<file path="src/rtl/ram_stream_reader_if.sv">
// Bundle of the command, RAM-side and stream-side signals of ram_stream_reader.
// "master" is the reader's view, "slave" is the view of the surrounding logic.
interface ram_stream_reader_if #(
    parameter int DATA_WIDTH = 3,
    parameter int ADDR_WIDTH = 3
);
    // Command / status
    logic                  start;
    logic [ADDR_WIDTH-1:0] start_addr;
    logic [ADDR_WIDTH:0]   len;
    logic                  busy;
    logic                  done;
    // RAM port
    logic [ADDR_WIDTH-1:0] ram_addr;
    logic                  ram_we;
    logic [DATA_WIDTH-1:0] ram_wdata;
    logic [DATA_WIDTH-1:0] ram_q;
    // Output stream
    logic [DATA_WIDTH-1:0] out_data;
    logic                  out_valid;
    logic                  out_ready;

    modport master (
        input  start, start_addr, len, ram_q, out_ready,
        output busy, done, ram_addr, ram_we, ram_wdata, out_data, out_valid
    );

    modport slave (
        output start, start_addr, len, ram_q, out_ready,
        input  busy, done, ram_addr, ram_we, ram_wdata, out_data, out_valid
    );
endinterface

</file>
<file path="src/rtl/ram_stream_reader.sv">
// Streams len consecutive words out of a single-port synchronous RAM.
// Reads are issued one per cycle while the 2-entry output FIFO plus the
// read in flight leave room, so the stream runs at full rate and stalls
// cleanly under backpressure without ever overflowing the FIFO.
module ram_stream_reader #(
    parameter int DATA_WIDTH = 3,
    parameter int ADDR_WIDTH = 3
) (
    input logic               clk,
    input logic               rst,
    ram_stream_reader_if.master bus
);
    typedef enum logic [1:0] {IDLE, RUN, DRAIN, FIN} state_t;

    state_t                state_q;
    logic [ADDR_WIDTH-1:0] ptr_q;
    logic [ADDR_WIDTH-1:0] addr_q;
    logic [ADDR_WIDTH:0]   cnt_q;
    logic                  inflight_q;
    logic                  busy_q;
    logic                  done_q;

    // FIFO: head_q is the stream output register, tail_q the second slot
    logic [1:0]            count_q, count_d;
    logic [DATA_WIDTH-1:0] head_q, head_d;
    logic [DATA_WIDTH-1:0] tail_q, tail_d;

    logic                  pop;
    logic                  push;
    logic                  issue;
    logic [2:0]            occupancy;

    assign pop       = (count_q != 2'd0) && bus.out_ready;
    assign push      = inflight_q;
    // Words that will be held after this cycle's pop, counting the read in flight
    assign occupancy = {1'b0, count_q} + {2'b00, inflight_q} - {2'b00, pop};
    assign issue     = (state_q == RUN) && (occupancy < 3'd2);

    // Between issues the address bus parks on the last issued address
    assign bus.ram_addr  = issue ? ptr_q : addr_q;
    assign bus.ram_we    = 1'b0;
    assign bus.ram_wdata = '0;
    assign bus.out_data  = head_q;
    assign bus.out_valid = (count_q != 2'd0);
    assign bus.busy      = busy_q;
    assign bus.done      = done_q;

    // FIFO next state: pop shifts the tail into the head, then the returning word is appended
    always_comb begin
        head_d  = head_q;
        tail_d  = tail_q;
        count_d = count_q;
        if (pop) begin
            head_d  = tail_q;
            count_d = count_q - 2'd1;
        end
        if (push) begin
            if (count_d == 2'd0) begin
                head_d = bus.ram_q;
            end else begin
                tail_d = bus.ram_q;
            end
            count_d = count_d + 2'd1;
        end
    end

    // Control FSM with registered busy/done, read-issue bookkeeping and FIFO storage
    always_ff @(posedge clk) begin
        if (rst) begin
            state_q    <= IDLE;
            ptr_q      <= '0;
            addr_q     <= '0;
            cnt_q      <= '0;
            inflight_q <= 1'b0;
            busy_q     <= 1'b0;
            done_q     <= 1'b0;
            count_q    <= 2'd0;
            head_q     <= '0;
            tail_q     <= '0;
        end else begin
            head_q     <= head_d;
            tail_q     <= tail_d;
            count_q    <= count_d;
            inflight_q <= issue;
            done_q     <= 1'b0;
            case (state_q)
                IDLE: begin
                    if (bus.start) begin
                        busy_q <= 1'b1;
                        if (bus.len != '0) begin
                            ptr_q   <= bus.start_addr;
                            cnt_q   <= bus.len;
                            state_q <= RUN;
                        end else begin
                            done_q  <= 1'b1;
                            state_q <= FIN;
                        end
                    end
                end
                RUN: begin
                    if (issue) begin
                        addr_q <= ptr_q;
                        ptr_q  <= ptr_q + ADDR_WIDTH'(1);
                        cnt_q  <= cnt_q - (ADDR_WIDTH + 1)'(1);
                        if (cnt_q == (ADDR_WIDTH + 1)'(1)) begin
                            state_q <= DRAIN;
                        end
                    end
                end
                DRAIN: begin
                    // Finish once nothing is in flight and the last word leaves this cycle
                    if (!inflight_q && (count_d == 2'd0)) begin
                        done_q  <= 1'b1;
                        state_q <= FIN;
                    end
                end
                FIN: begin
                    busy_q  <= 1'b0;
                    state_q <= IDLE;
                end
                default: state_q <= IDLE;
            endcase
        end
    end

    // A returning word must always find a free FIFO slot
    a_no_overflow: assert property (@(posedge clk) disable iff (rst)
        !(push && !pop && (count_q == 2'd2)));

endmodule

</file>
<file path="src/flat_wrapper.sv">
// flat-port wrapper written by rule: the top's interface ports become plain ports
module ram_stream_reader_flat 
#(
    parameter int DATA_WIDTH = 3,
    parameter int ADDR_WIDTH = 3
)
  (clk, rst, bus_start, bus_start_addr, bus_len, bus_ram_q, bus_out_ready, bus_busy, bus_done, bus_ram_addr, bus_ram_we, bus_ram_wdata, bus_out_data, bus_out_valid);
  ram_stream_reader_if #(.DATA_WIDTH(DATA_WIDTH), .ADDR_WIDTH(ADDR_WIDTH)) bus_i ();
  input logic clk;
  input logic rst;
  input wire logic [$bits(bus_i.start)-1:0] bus_start;
  input wire logic [$bits(bus_i.start_addr)-1:0] bus_start_addr;
  input wire logic [$bits(bus_i.len)-1:0] bus_len;
  input wire logic [$bits(bus_i.ram_q)-1:0] bus_ram_q;
  input wire logic [$bits(bus_i.out_ready)-1:0] bus_out_ready;
  output wire logic [$bits(bus_i.busy)-1:0] bus_busy;
  output wire logic [$bits(bus_i.done)-1:0] bus_done;
  output wire logic [$bits(bus_i.ram_addr)-1:0] bus_ram_addr;
  output wire logic [$bits(bus_i.ram_we)-1:0] bus_ram_we;
  output wire logic [$bits(bus_i.ram_wdata)-1:0] bus_ram_wdata;
  output wire logic [$bits(bus_i.out_data)-1:0] bus_out_data;
  output wire logic [$bits(bus_i.out_valid)-1:0] bus_out_valid;
  assign bus_i.start = bus_start;
  assign bus_i.start_addr = bus_start_addr;
  assign bus_i.len = bus_len;
  assign bus_i.ram_q = bus_ram_q;
  assign bus_i.out_ready = bus_out_ready;
  assign bus_busy = bus_i.busy;
  assign bus_done = bus_i.done;
  assign bus_ram_addr = bus_i.ram_addr;
  assign bus_ram_we = bus_i.ram_we;
  assign bus_ram_wdata = bus_i.ram_wdata;
  assign bus_out_data = bus_i.out_data;
  assign bus_out_valid = bus_i.out_valid;
  ram_stream_reader #(.DATA_WIDTH(DATA_WIDTH), .ADDR_WIDTH(ADDR_WIDTH)) u_core (.clk(clk), .rst(rst), .bus(bus_i));
endmodule
</file>
<file path="config.mk">
export PLATFORM = sky130hd
export DESIGN_NAME = ram_stream_reader_flat
export DESIGN_NICKNAME = d
export VERILOG_FILES = /design/src/rtl/ram_stream_reader_if.sv /design/src/rtl/ram_stream_reader.sv /design/src/flat_wrapper.sv
export SDC_FILE = /design/constraint.sdc
export NUM_CORES = 1
export LEC_CHECK = 0
export ABC_AREA = 1
export BUFFER_PORTS_ARGS = -buffer_cell sky130_fd_sc_hd__buf_2
export CAP_MARGIN = 20
export CORE_MARGIN = 8
export CORE_UTILIZATION = 30
export DETAILED_ROUTE_END_ITERATION = 16
export PLACE_DENSITY = 0.45
export RECOVER_POWER = 25
export SYNTH_ARGS = -nofsm -noshare
export SYNTH_HDL_FRONTEND = slang
export SYNTH_SLANG_ARGS = --single-unit
</file>
<file path="constraint.sdc">
create_clock -name clk -period 5.9 [get_ports clk]
set_clock_uncertainty 0.1 [all_clocks]
set_input_delay 0.295 -clock clk [delete_from_list [all_inputs] [get_ports clk]]
set_output_delay 0.295 -clock clk [all_outputs]
set_load 0.1 [all_outputs]
</file>
==> results of run 1 <==
[per-stage QoR]
stage | instances | utilization | cell area (um2)
after detailed placement | 258 | 0.3392 | 1456
final | 262 | 0.3482 | 1495
after global placement | 258 | 0.3392 | 1456
after floorplan | 192 | - | 1336
after global routing | 262 | 0.3482 | 1495
after CTS | 262 | 0.3497 | 1501
[worst min-delay path: cells and delay by family]
family | cells | cell delay (ns)
and+or+nand+nor | 2 | 0.12
buffers and inverters | 1 | 0.09
[final cells by class]
cell class / instances / area share
sequential: 23 / 0.3080
inverter: 31 / 0.07782
clock buffer: 4 / 0.03013
timing repair buffer: 22 / 0.06946
multi-input combinational: 130 / 0.4711
tap: 52 / 0.04351
[registers in the layout (all words and copies together) (netlist names)]
name                 flops
u_core.addr_q            3
u_core.bus.busy          1
u_core.bus.done          1
u_core.inflight_q        1
u_core.bus.out_data      3
u_core.ptr_q             3
u_core.count_q           2
u_core.cnt_q             4
u_core.tail_q            3
u_core.state_q           2
[cell usage in the layout, fill, tap and decap left out]
| cell type | instances |
|---|---|
| sky130_fd_sc_hd__nand3_1 | 10 |
| sky130_fd_sc_hd__a21oi_1 | 11 |
| sky130_fd_sc_hd__inv_1 | 30 |
| sky130_fd_sc_hd__inv_2 | 1 |
| sky130_fd_sc_hd__buf_2 | 17 |
| sky130_fd_sc_hd__o211ai_1 | 2 |
| sky130_fd_sc_hd__conb_1 | 4 |
| sky130_fd_sc_hd__nand4_1 | 6 |
| sky130_fd_sc_hd__fa_1 | 1 |
| sky130_fd_sc_hd__o21ai_0 | 15 |
| sky130_fd_sc_hd__clkbuf_1 | 6 |
| sky130_fd_sc_hd__xnor2_1 | 2 |
| sky130_fd_sc_hd__dfxtp_1 | 23 |
| sky130_fd_sc_hd__a211oi_1 | 1 |
| sky130_fd_sc_hd__nand2_1 | 38 |
| sky130_fd_sc_hd__nor2_1 | 22 |
| sky130_fd_sc_hd__nand2_2 | 1 |
| sky130_fd_sc_hd__nand3_2 | 1 |
| sky130_fd_sc_hd__ha_1 | 10 |
| sky130_fd_sc_hd__a311oi_1 | 1 |
| sky130_fd_sc_hd__xor2_1 | 2 |
| sky130_fd_sc_hd__o21ai_1 | 2 |
| sky130_fd_sc_hd__clkbuf_8 | 3 |
| sky130_fd_sc_hd__a21oi_2 | 1 |
[cell families (layout without fill, tap and decap cells)]
kind of cell,after synthesis,count (layout),share of synthesized area
buffers and inverters,39,57,0.1294
and+or+nand+nor,78,78,0.2484
DFF,23,23,0.3475
xor gates and xnor gates,4,4,0.02644
AOI/OAI and AO/OA,33,33,0.1360
other,1,4,0.002830
adders and majority gates,11,11,0.1095
[worst max-delay path by stage]
stage	depth (start not counted)	startpoint	slack, ns	end
5_1_grt	14	u_core.count_q[0]$_SDFF_PP0_	2.12	bus_ram_addr[0]
3_5_place_dp	14	u_core.count_q[1]$_SDFF_PP0_	2.75	bus_ram_addr[1]
2_1_floorplan	13	u_core.count_q[1]$_SDFF_PP0_	2.06	bus_ram_addr[0]
3_3_place_gp	14	u_core.count_q[1]$_SDFF_PP0_	2.79	bus_ram_addr[0]
6_report	14	u_core.count_q[0]$_SDFF_PP0_	2.45	bus_ram_addr[1]
4_1_cts	14	u_core.count_q[1]$_SDFF_PP0_	2.43	bus_ram_addr[1]
[layer usage]
| layer | GRT usage | wire (um) | up-vias |
|---|---|---|---|
| met5 | 0 | 0 | - |
| met4 | 0.02105 | 24 | 0 |
| met3 | 0.02165 | 155 | 2 |
| met2 | 0.1472 | 1258 | 16 |
| met1 | 0.1170 | 1480 | 518 |
| li1 | - | - | 637 |
==> results.md, run 1 <==
Clock tree:
- TritonCTS built the clock tree.
- The root buffer cell is sky130_fd_sc_hd__clkbuf_8.
- The later pin in the worst-skew pair is clocked with a latency of about 0.26 ns.
- The sink count of the clock tree is 23.
- The total CTS buffers is 3.
- The setup fix buffers added after clock tree synthesis is 0.
- The deepest clock path buffer count is 2.
- Buffers inserted to repair hold after CTS numbered 0.
- The H-tree depth is 1.
- The post-cts repair resize count is 0.
- The CTS clock-pin slew for the worst setup and hold paths is 0.08 ns.

Yosys:
- The synthesized instance count is between 150 and 200.
- Synthesis instantiated 25 different standard cells from the library.
- The total of flip-flops plus latches after synthesis is 23.
- Ranked by total cell area, the synthesized netlist is headed by sky130_fd_sc_hd__dfxtp_1 35%, sky130_fd_sc_hd__nand2_1 11%, sky130_fd_sc_hd__ha_1 9.4%, sky130_fd_sc_hd__inv_1 8.2%, sky130_fd_sc_hd__nor2_1 6.2%.
- The async set-or-reset flop fraction in the synthesized netlist is 0.
- Among all flip-flop cells after synthesis, the most frequent one is sky130_fd_sc_hd__dfxtp_1.
- The share of synthesized area in the top cell type comes to 0.3475.
- In this run the mean area of a mapped cell was 7.011 um2.
- The post-synthesis cell type with the largest combined area is sky130_fd_sc_hd__dfxtp_1.
- The post-synthesis instance area is 0.001325 mm2.
- The dominant cell by count in the synthesized netlist is sky130_fd_sc_hd__nand2_1.
- The total number of yosys warnings is 0.
- The synthesized design contains 0 enable-type register cells.
- For this run, the register share of the synthesized area comes to 0.3475.
- After synthesis, the most frequently instantiated cells are 38 x sky130_fd_sc_hd__nand2_1, 29 x sky130_fd_sc_hd__inv_1, 23 x sky130_fd_sc_hd__dfxtp_1.

STA:
- The fmax is 289.8 MHz.
- The number of setup violations in the final report is 0.
- In this run the tightest slew margin relative to its limit is 0.2228.
- The number of hold violations in the final report is 0.
- In the finished design, the share of the clock period the worst path needs comes to 0.5850.
- The time the final worst path needs with I/O delays and setup is 3.451 ns.
- Setup repair after global routing left no endpoint under its margin.
- The accumulated negative setup slack is 0 ns.
- The final-report max-slew violation count is 0.
- On the final layout, the worst hold slack is 0.1796 ns.
- The post-layout worst setup margin is around 2.4 ns.
- The transition time at the pin with the least slew margin is between 1 and 1.5 ns.

Drt:
- The detailed-route DRC error count is 0.
- Dividing the detail-routed via count by the number of cells gives 4.477.
- The detail route stage leaves a number of antenna-violating nets equal to 0.
- Summing over every cut layer, the via total after detailed routing is 1173.
- Before antenna repair, the detailed router went through 4 iterations.
- Dividing the detail-routed wire length by the instance count gives 11.14 um.
- The wire length reported by the detailed router is 2919 um.
- The first routing iteration left 52 violations.

GRT:
- The via count of the first global-routing pass is between 1000 and 1500.
- The total congestion overflow after global routing is 0.
- The maximum number of pins on one net before global-route repair is 15.
- The initial antenna violation count is 0.
- The wire length of the first global-routing pass is 4968 um.
- The global router's overall resource usage is 0.09032.

Floorplanning:
- The floorplan core area is 0.004294 mm2.
- The number of top-level design ports is 27.
- The overall die area is ~0.0068 mm2.
- In this run the core area contains 24 standard-cell rows.
- The die is around 82 um wide.
- The starting density of the core is 0.3086.
- In this run the vertical extent of the chip is around 82 um.

Flow run:
- The number of maximum-capacitance constraint violations is 0.

Place:
- The congestion estimate from routability-driven global placement came to between 0.7 and 0.8.
- Prior to clock tree synthesis, the placed netlist has a worst setup slack of 2.745 ns.
- The count of buffers added on input and output ports is 22.
- The placed wire-length estimate is 2265 um.

Worst setup path:
- Data on the critical path arrives at its endpoint at 3.06 ns.
- The reg-to-reg setup timing slack is 3.01 ns.
- The worst endpoint required time is 5.51 ns.
- The largest single stage delay on the critical path is 0.42 ns.
- The cell type of the slowest stage on the worst timing path is sky130_fd_sc_hd__fa_1.
- The endpoint of the most critical register-to-register path is u_core.ptr_q[0]$_SDFFE_PP0P_.
- Measured in cells, the most critical reg-to-reg path has a length of 14.
- The kind of cell adding the most delay to the critical path is buffers and inverters.
- The sum of buffers and inverters on the critical path is 6.
- Walking the worst path, the cells encountered are inv_1 > ha_1 > inv_1 > nand2_1 > inv_1 > ha_1 > nor2_1 > fa_1 > inv_1 > nand4_1 > nand2_1 > o21ai_0 > inv_1 > buf_2.
- The worst setup path category is reg -> out.
- The nature of the critical path endpoint is an output pin.
- Along the worst path, the maximum fanout reaches 7.
- The cell type with the highest occurrence count on the critical path is sky130_fd_sc_hd__inv_1.
- The startpoint class of the critical path is a register.
- The reg-to-reg startpoint is u_core.count_q[0]$_SDFF_PP0_.

Hold path:
- The start point of the worst min-delay path is bus_ram_q[2].
- The cell count of the worst hold path is 3.
- The end point of the worst hold path is u_core.tail_q[2]$_SDFFE_PP0P_.
- The class of the worst hold path is in -> reg.

Cells and area:
- The fraction of final layout cells with drive strength greater than 1 is 0.1143.
- The relative area change from synthesis to final layout is 12.84%.
- The count of nets after finishing is 236.
- The number of antenna repair diodes is 0.
- In the final layout, the multi-input gates occupy 704.4 um2.
- The final-layout fill cell count is 502.
- The sequential standard cell area is 460.4 um2.

Status:
- The run finished with clean final reports.
Power of run 1 is not shown: default switching activity piles up to over one toggle a cycle in this logic, so the estimate is an artifact.
==> run 2: changes to the inputs <==
--- a/config.mk
+++ b/config.mk
@@ -5,7 +5,7 @@
 export SDC_FILE = /design/constraint.sdc
 export NUM_CORES = 1
 export LEC_CHECK = 0
-export ABC_AREA = 1
+export ABC_AREA = 0
 export BUFFER_PORTS_ARGS = -buffer_cell sky130_fd_sc_hd__buf_2
 export CAP_MARGIN = 20
 export CORE_MARGIN = 8
==> constraint.sdc (replaced) <==
create_clock -name clk -period 3.5 [get_ports clk]
set_clock_uncertainty 0.1 [all_clocks]
set_input_delay 0.175 -clock clk [delete_from_list [all_inputs] [get_ports clk]]
set_output_delay 0.175 -clock clk [all_outputs]
set_load 0.1 [all_outputs]
==> results.md, run 2 <==
Clock tree:
- The setup fix buffers added after clock tree synthesis is 0.
- Hold repair after CTS inserted 0 buffers.
- The sink count of the clock tree is 23.
- TritonCTS built the clock tree.
- The H-tree depth is 1.
- The root buffer cell is sky130_fd_sc_hd__clkbuf_8.
- The total CTS buffers is 3.
- No sink is reached through more buffers than the 2 on the longest clock path.
- The clock insertion delay at the later pin of the skew report is between 0.2 and 0.3 ns.
- The number of gates resized after CTS was 0.
- After clock tree synthesis, the clock-pin slew on the worst setup and hold paths is approximately 0.080 ns.

Drt:
- The routed layout has 1102 vias.
- The first-pass iteration count of the detailed router is 4.
- The initial detailed-routing violation count is 39.
- The detailed-route vias per instance is 4.833.
- The count of nets left with antenna violations once routing finished came out at 0.
- The wire length reported by the detailed router is 2959 um.
- After detailed routing, the number of remaining DRC violations is 0.
- Dividing the detail-routed wire length by the instance count gives 12.98 um.

Power and ir drop:
- Of the total power, the clock network draws 0.107.
- The largest vdd supply drop is between 0.4 and 0.5 mV.
- The reported leakage power is 0.0006337 uW.
- The share of total power dissipated in combinational logic is 0.630.
- The net switching share of the total power is 0.5120.
- For this design the total switching power over the nets is 800.1 uW.
- The internal power consumption is ~760 uW.
- Power spread over the standard cell area amounts to just over 1000 mW/mm2.
- Of the total power, registers draw 0.264.
- After layout, the design draws a total of 1563 uW.

Cells and area:
- The finished cells cover 0.001550 mm2.
- The register bank with the most flops is u_core.cnt_q.
- The relative area change from synthesis to final layout is 16.56%.
- The final layout contains 202 nets.
- The flip-flop count of the largest register, all copies and words added is 4.
- The sequential standard cell area is around 460 um2.
- Of the cells placed in the final design, the portion with a size suffix greater than 1 is 0.1534.
- The top cell types in the final layout, fill and taps aside, are 23 x sky130_fd_sc_hd__dfxtp_1, 19 x sky130_fd_sc_hd__nor2_1, 14 x sky130_fd_sc_hd__buf_2, 12 x sky130_fd_sc_hd__inv_1, 12 x sky130_fd_sc_hd__a21oi_1.
- The multi-input combinational cells in the finished layout cover a total of 780.7 um2.
- The number of antenna repair diodes is 0.
- After filler insertion, the fill cell instance count of the layout stands at roughly 480.
- Leaving out fill and tap cells, the most frequent cell in the layout is sky130_fd_sc_hd__dfxtp_1.

STA:
- The number of hold violations in the final report is 0.
- The part of the cycle the worst path needs is 0.9240.
- The transition time at the pin with the least slew margin is 1.174 ns.
- Timing would allow up to between 300 and 400 MHz.
- The accumulated negative setup slack is 0 ns.
- Setup repair after global routing left no endpoint under its margin.
- The tightest slew margin relative to the limit is 0.2210.
- Setup violations remaining at the end of the flow were counted as 0.
- The routed design could run at a clock period as short as between 3 and 4 ns.
- The final-report max-slew violation count came to 0.

GRT:
- The wire length of the first global-routing pass is 5216 um.
- The initial antenna violation count is 0.
- Entering global routing, the biggest net connects 24 pins.
- Across every metal layer, demand over resource in global routing totals 0.09655.
- The via count of the first global-routing pass is 1153.
- For this run the aggregate overflow at the end of global routing stands at 0.

Yosys:
- After synthesis, the mean cell area works out to roughly 8.5 um2.
- The share of synthesized area in the top cell type comes to 0.3462.
- The total of flip-flops plus latches after synthesis is 23.
- The async set-or-reset flop fraction in the synthesized netlist is 0.
- After synthesis, the most frequently instantiated cells are 23 x sky130_fd_sc_hd__dfxtp_1, 19 x sky130_fd_sc_hd__nor2_1, 12 x sky130_fd_sc_hd__a21oi_1, 12 x sky130_fd_sc_hd__inv_1, 10 x sky130_fd_sc_hd__ha_1.
- The cell count after synthesis came out at 156.
- Yosys printed 0 warnings.
- The most common cell in the synthesized netlist is sky130_fd_sc_hd__dfxtp_1.
- The number of different library cells used by synthesis comes to 36.
- The leading register cell type out of synthesis is sky130_fd_sc_hd__dfxtp_1.
- In the post-synthesis netlist, the biggest area contributors are sky130_fd_sc_hd__dfxtp_1 35%, sky130_fd_sc_hd__ha_1 9.4%, sky130_fd_sc_hd__mux2i_1 6.0%, sky130_fd_sc_hd__nor2_1 5.4%, sky130_fd_sc_hd__a21oi_1 4.5%.
- The sequential fraction of the synthesis area is 0.3462.
- The post-synthesis instance area is 0.001330 mm2.
- Counting flops with a built-in enable in the synthesized netlist gives 0.
- sky130_fd_sc_hd__dfxtp_1 takes more of the synthesized area than any other cell.

Hold path:
- The end point of the worst hold path is u_core.tail_q[1]$_SDFFE_PP0P_.
- The tightest min-delay check is of the in -> reg type.
- The start point of the worst min-delay path is bus_ram_q[1].
- The cell count of the worst hold path is 3.

Worst setup path:
- The signal on the critical path passes through inv_1 > ha_1 > nor2b_1 > ha_1 > nor2_1 > fa_1 > or3b_1 > mux2_2 > buf_12.
- Together, buffers and inverters on the worst path number 2.
- For this design, the slowest cell found on the critical path is sky130_fd_sc_hd__or3b_1.
- The cell family contributing the most delay on the critical path is adder cells.
- The reg-to-reg startpoint is u_core.count_q[0]$_SDFF_PP0_.
- On the worst path, the slowest cell contributes a delay of 0.52 ns.
- For the worst flop-to-flop path, the logic depth is 9.
- The worst setup path is captured at an output pin.
- In this run the register-to-register setup slack is 0.55 ns.
- By instance count, the cell type seen most on the critical path is sky130_fd_sc_hd__ha_1.
- The worst setup path category is reg -> out.
- In this run the number of cells on the critical path is 9.
- At the worst endpoint, the arrival time is 2.96 ns.
- STA classifies the critical path startpoint as a register.
- In this run the worst path has a maximum fanout of 7.
- The worst endpoint required time is 3.22 ns.
- In this run the critical register-to-register path is captured at u_core.cnt_q[2]$_SDFFE_PP0P_.

Floorplanning:
- The overall die area is slightly below 0.007 mm2.
- The floorplan core area is roughly 0.0043 mm2.
- The number of top-level design ports is 27.
- In this run the core area contains 24 standard-cell rows.
- The starting density of the core is 0.3076.
- The floorplan step set the die height to 82.59 um.
- The width of the die is 82.59 um.

Place:
- The HPWL after detailed placement is 2318 um.
- Once placement finished, the instance area stood at ~0.0015 mm2.
- The placer's final routability congestion estimate is 0.8332.
- Input and output buffers added on the ports amount to 22.

Flow run:
- The tool flagged a number of max-cap violations equal to 0.

Status:
- The flow ran to the end, and the final reports show no timing, DRC or antenna violations.
[run 2: worst max path at each step]
stage                                          to                          from
CTS                               bus_ram_addr[2]  u_core.count_q[0]$_SDFF_PP0_
global route                      bus_ram_addr[1]  u_core.count_q[0]$_SDFF_PP0_
finish                            bus_ram_addr[1]  u_core.count_q[0]$_SDFF_PP0_
detailed placement                bus_ram_addr[1]  u_core.count_q[0]$_SDFF_PP0_
global placement                  bus_ram_addr[2]  u_core.count_q[1]$_SDFF_PP0_
floorplan           u_core.addr_q[0]$_SDFFE_PP0N_  u_core.count_q[1]$_SDFF_PP0_
[run 2: worst reg2reg max path, delay by kind of cell (launching register included)]
family / cells / cell delay (ns)
AO/OA/AOI/OAI: 1 / 0.13
adder cells (fa/ha/maj): 3 / 0.91
buffers and inverters: 1 / 0.10
AND/OR/NAND/NOR: 4 / 1.28
flip-flops: 1 / 0.39
[run 2: kinds of logic (layout without fill, tap and decap cells)]
logic type | count (synthesis) | after routing | share of synthesized area
AO/OA/AOI/OAI | 35 | 35 | 0.1703
AND/OR/NAND/NOR | 49 | 49 | 0.1825
XOR/XNOR | 3 | 3 | 0.01976
other | 1 | 4 | 0.002819
adder cells (fa/ha/maj) | 11 | 11 | 0.1091
multiplexers | 12 | 12 | 0.09407
flip-flops | 23 | 23 | 0.3462
buffers and inverters | 22 | 39 | 0.07525
[run 2: final cells by class]
| class | count | share of cell area |
|---|---|---|
| inverters | 12 | 0.02906 |
| clock inverters | 1 | 0.003228 |
| multi-input cells | 114 | 0.5036 |
| repair buffers | 23 | 0.09847 |
| clock buffers | 3 | 0.02663 |
| well taps | 52 | 0.04197 |
| flip-flops and latches | 23 | 0.2970 |
[run 2: metrics by stage]
stage | setup WS [ns] | utilization | cells | hold WS [ns]
floorplan | 0.2647 | - | 159 | 0.1466
global placement | 0.6054 | 0.3501 | 224 | 0.3296
detailed placement | 0.5344 | 0.3501 | 224 | 0.3366
CTS | 0.2343 | 0.3608 | 228 | 0.05479
global route | 0.05290 | 0.3585 | 228 | 0.06807
finish | 0.2659 | 0.3585 | 228 | 0.06133
[run 2: per-layer routing]
| metal | routed length, um | global-route usage | part of all wire |
|---|---|---|---|
| met5 | 0 | 0 | 0 |
| met4 | 19 | 0.02241 | 0.0064 |
| met3 | 197 | 0.03896 | 0.067 |
| met2 | 1429 | 0.1629 | 0.48 |
| met1 | 1314 | 0.1117 | 0.44 |
[run 2: power by group through the flow]
| stage | logic, uW | clock network (uW) | registers (uW) |
|---|---|---|---|
| floorplan | 705 | 0 | 510 |
| global placement | 984 | 0 | 412 |
| detailed placement | 1000 | 0 | 417 |
| CTS | 1000 | 175 | 412 |
| global route | 1100 | 192 | 425 |
| finish | 984 | 167 | 412 |
No activity file was read; power rests on OpenSTA's default activity.
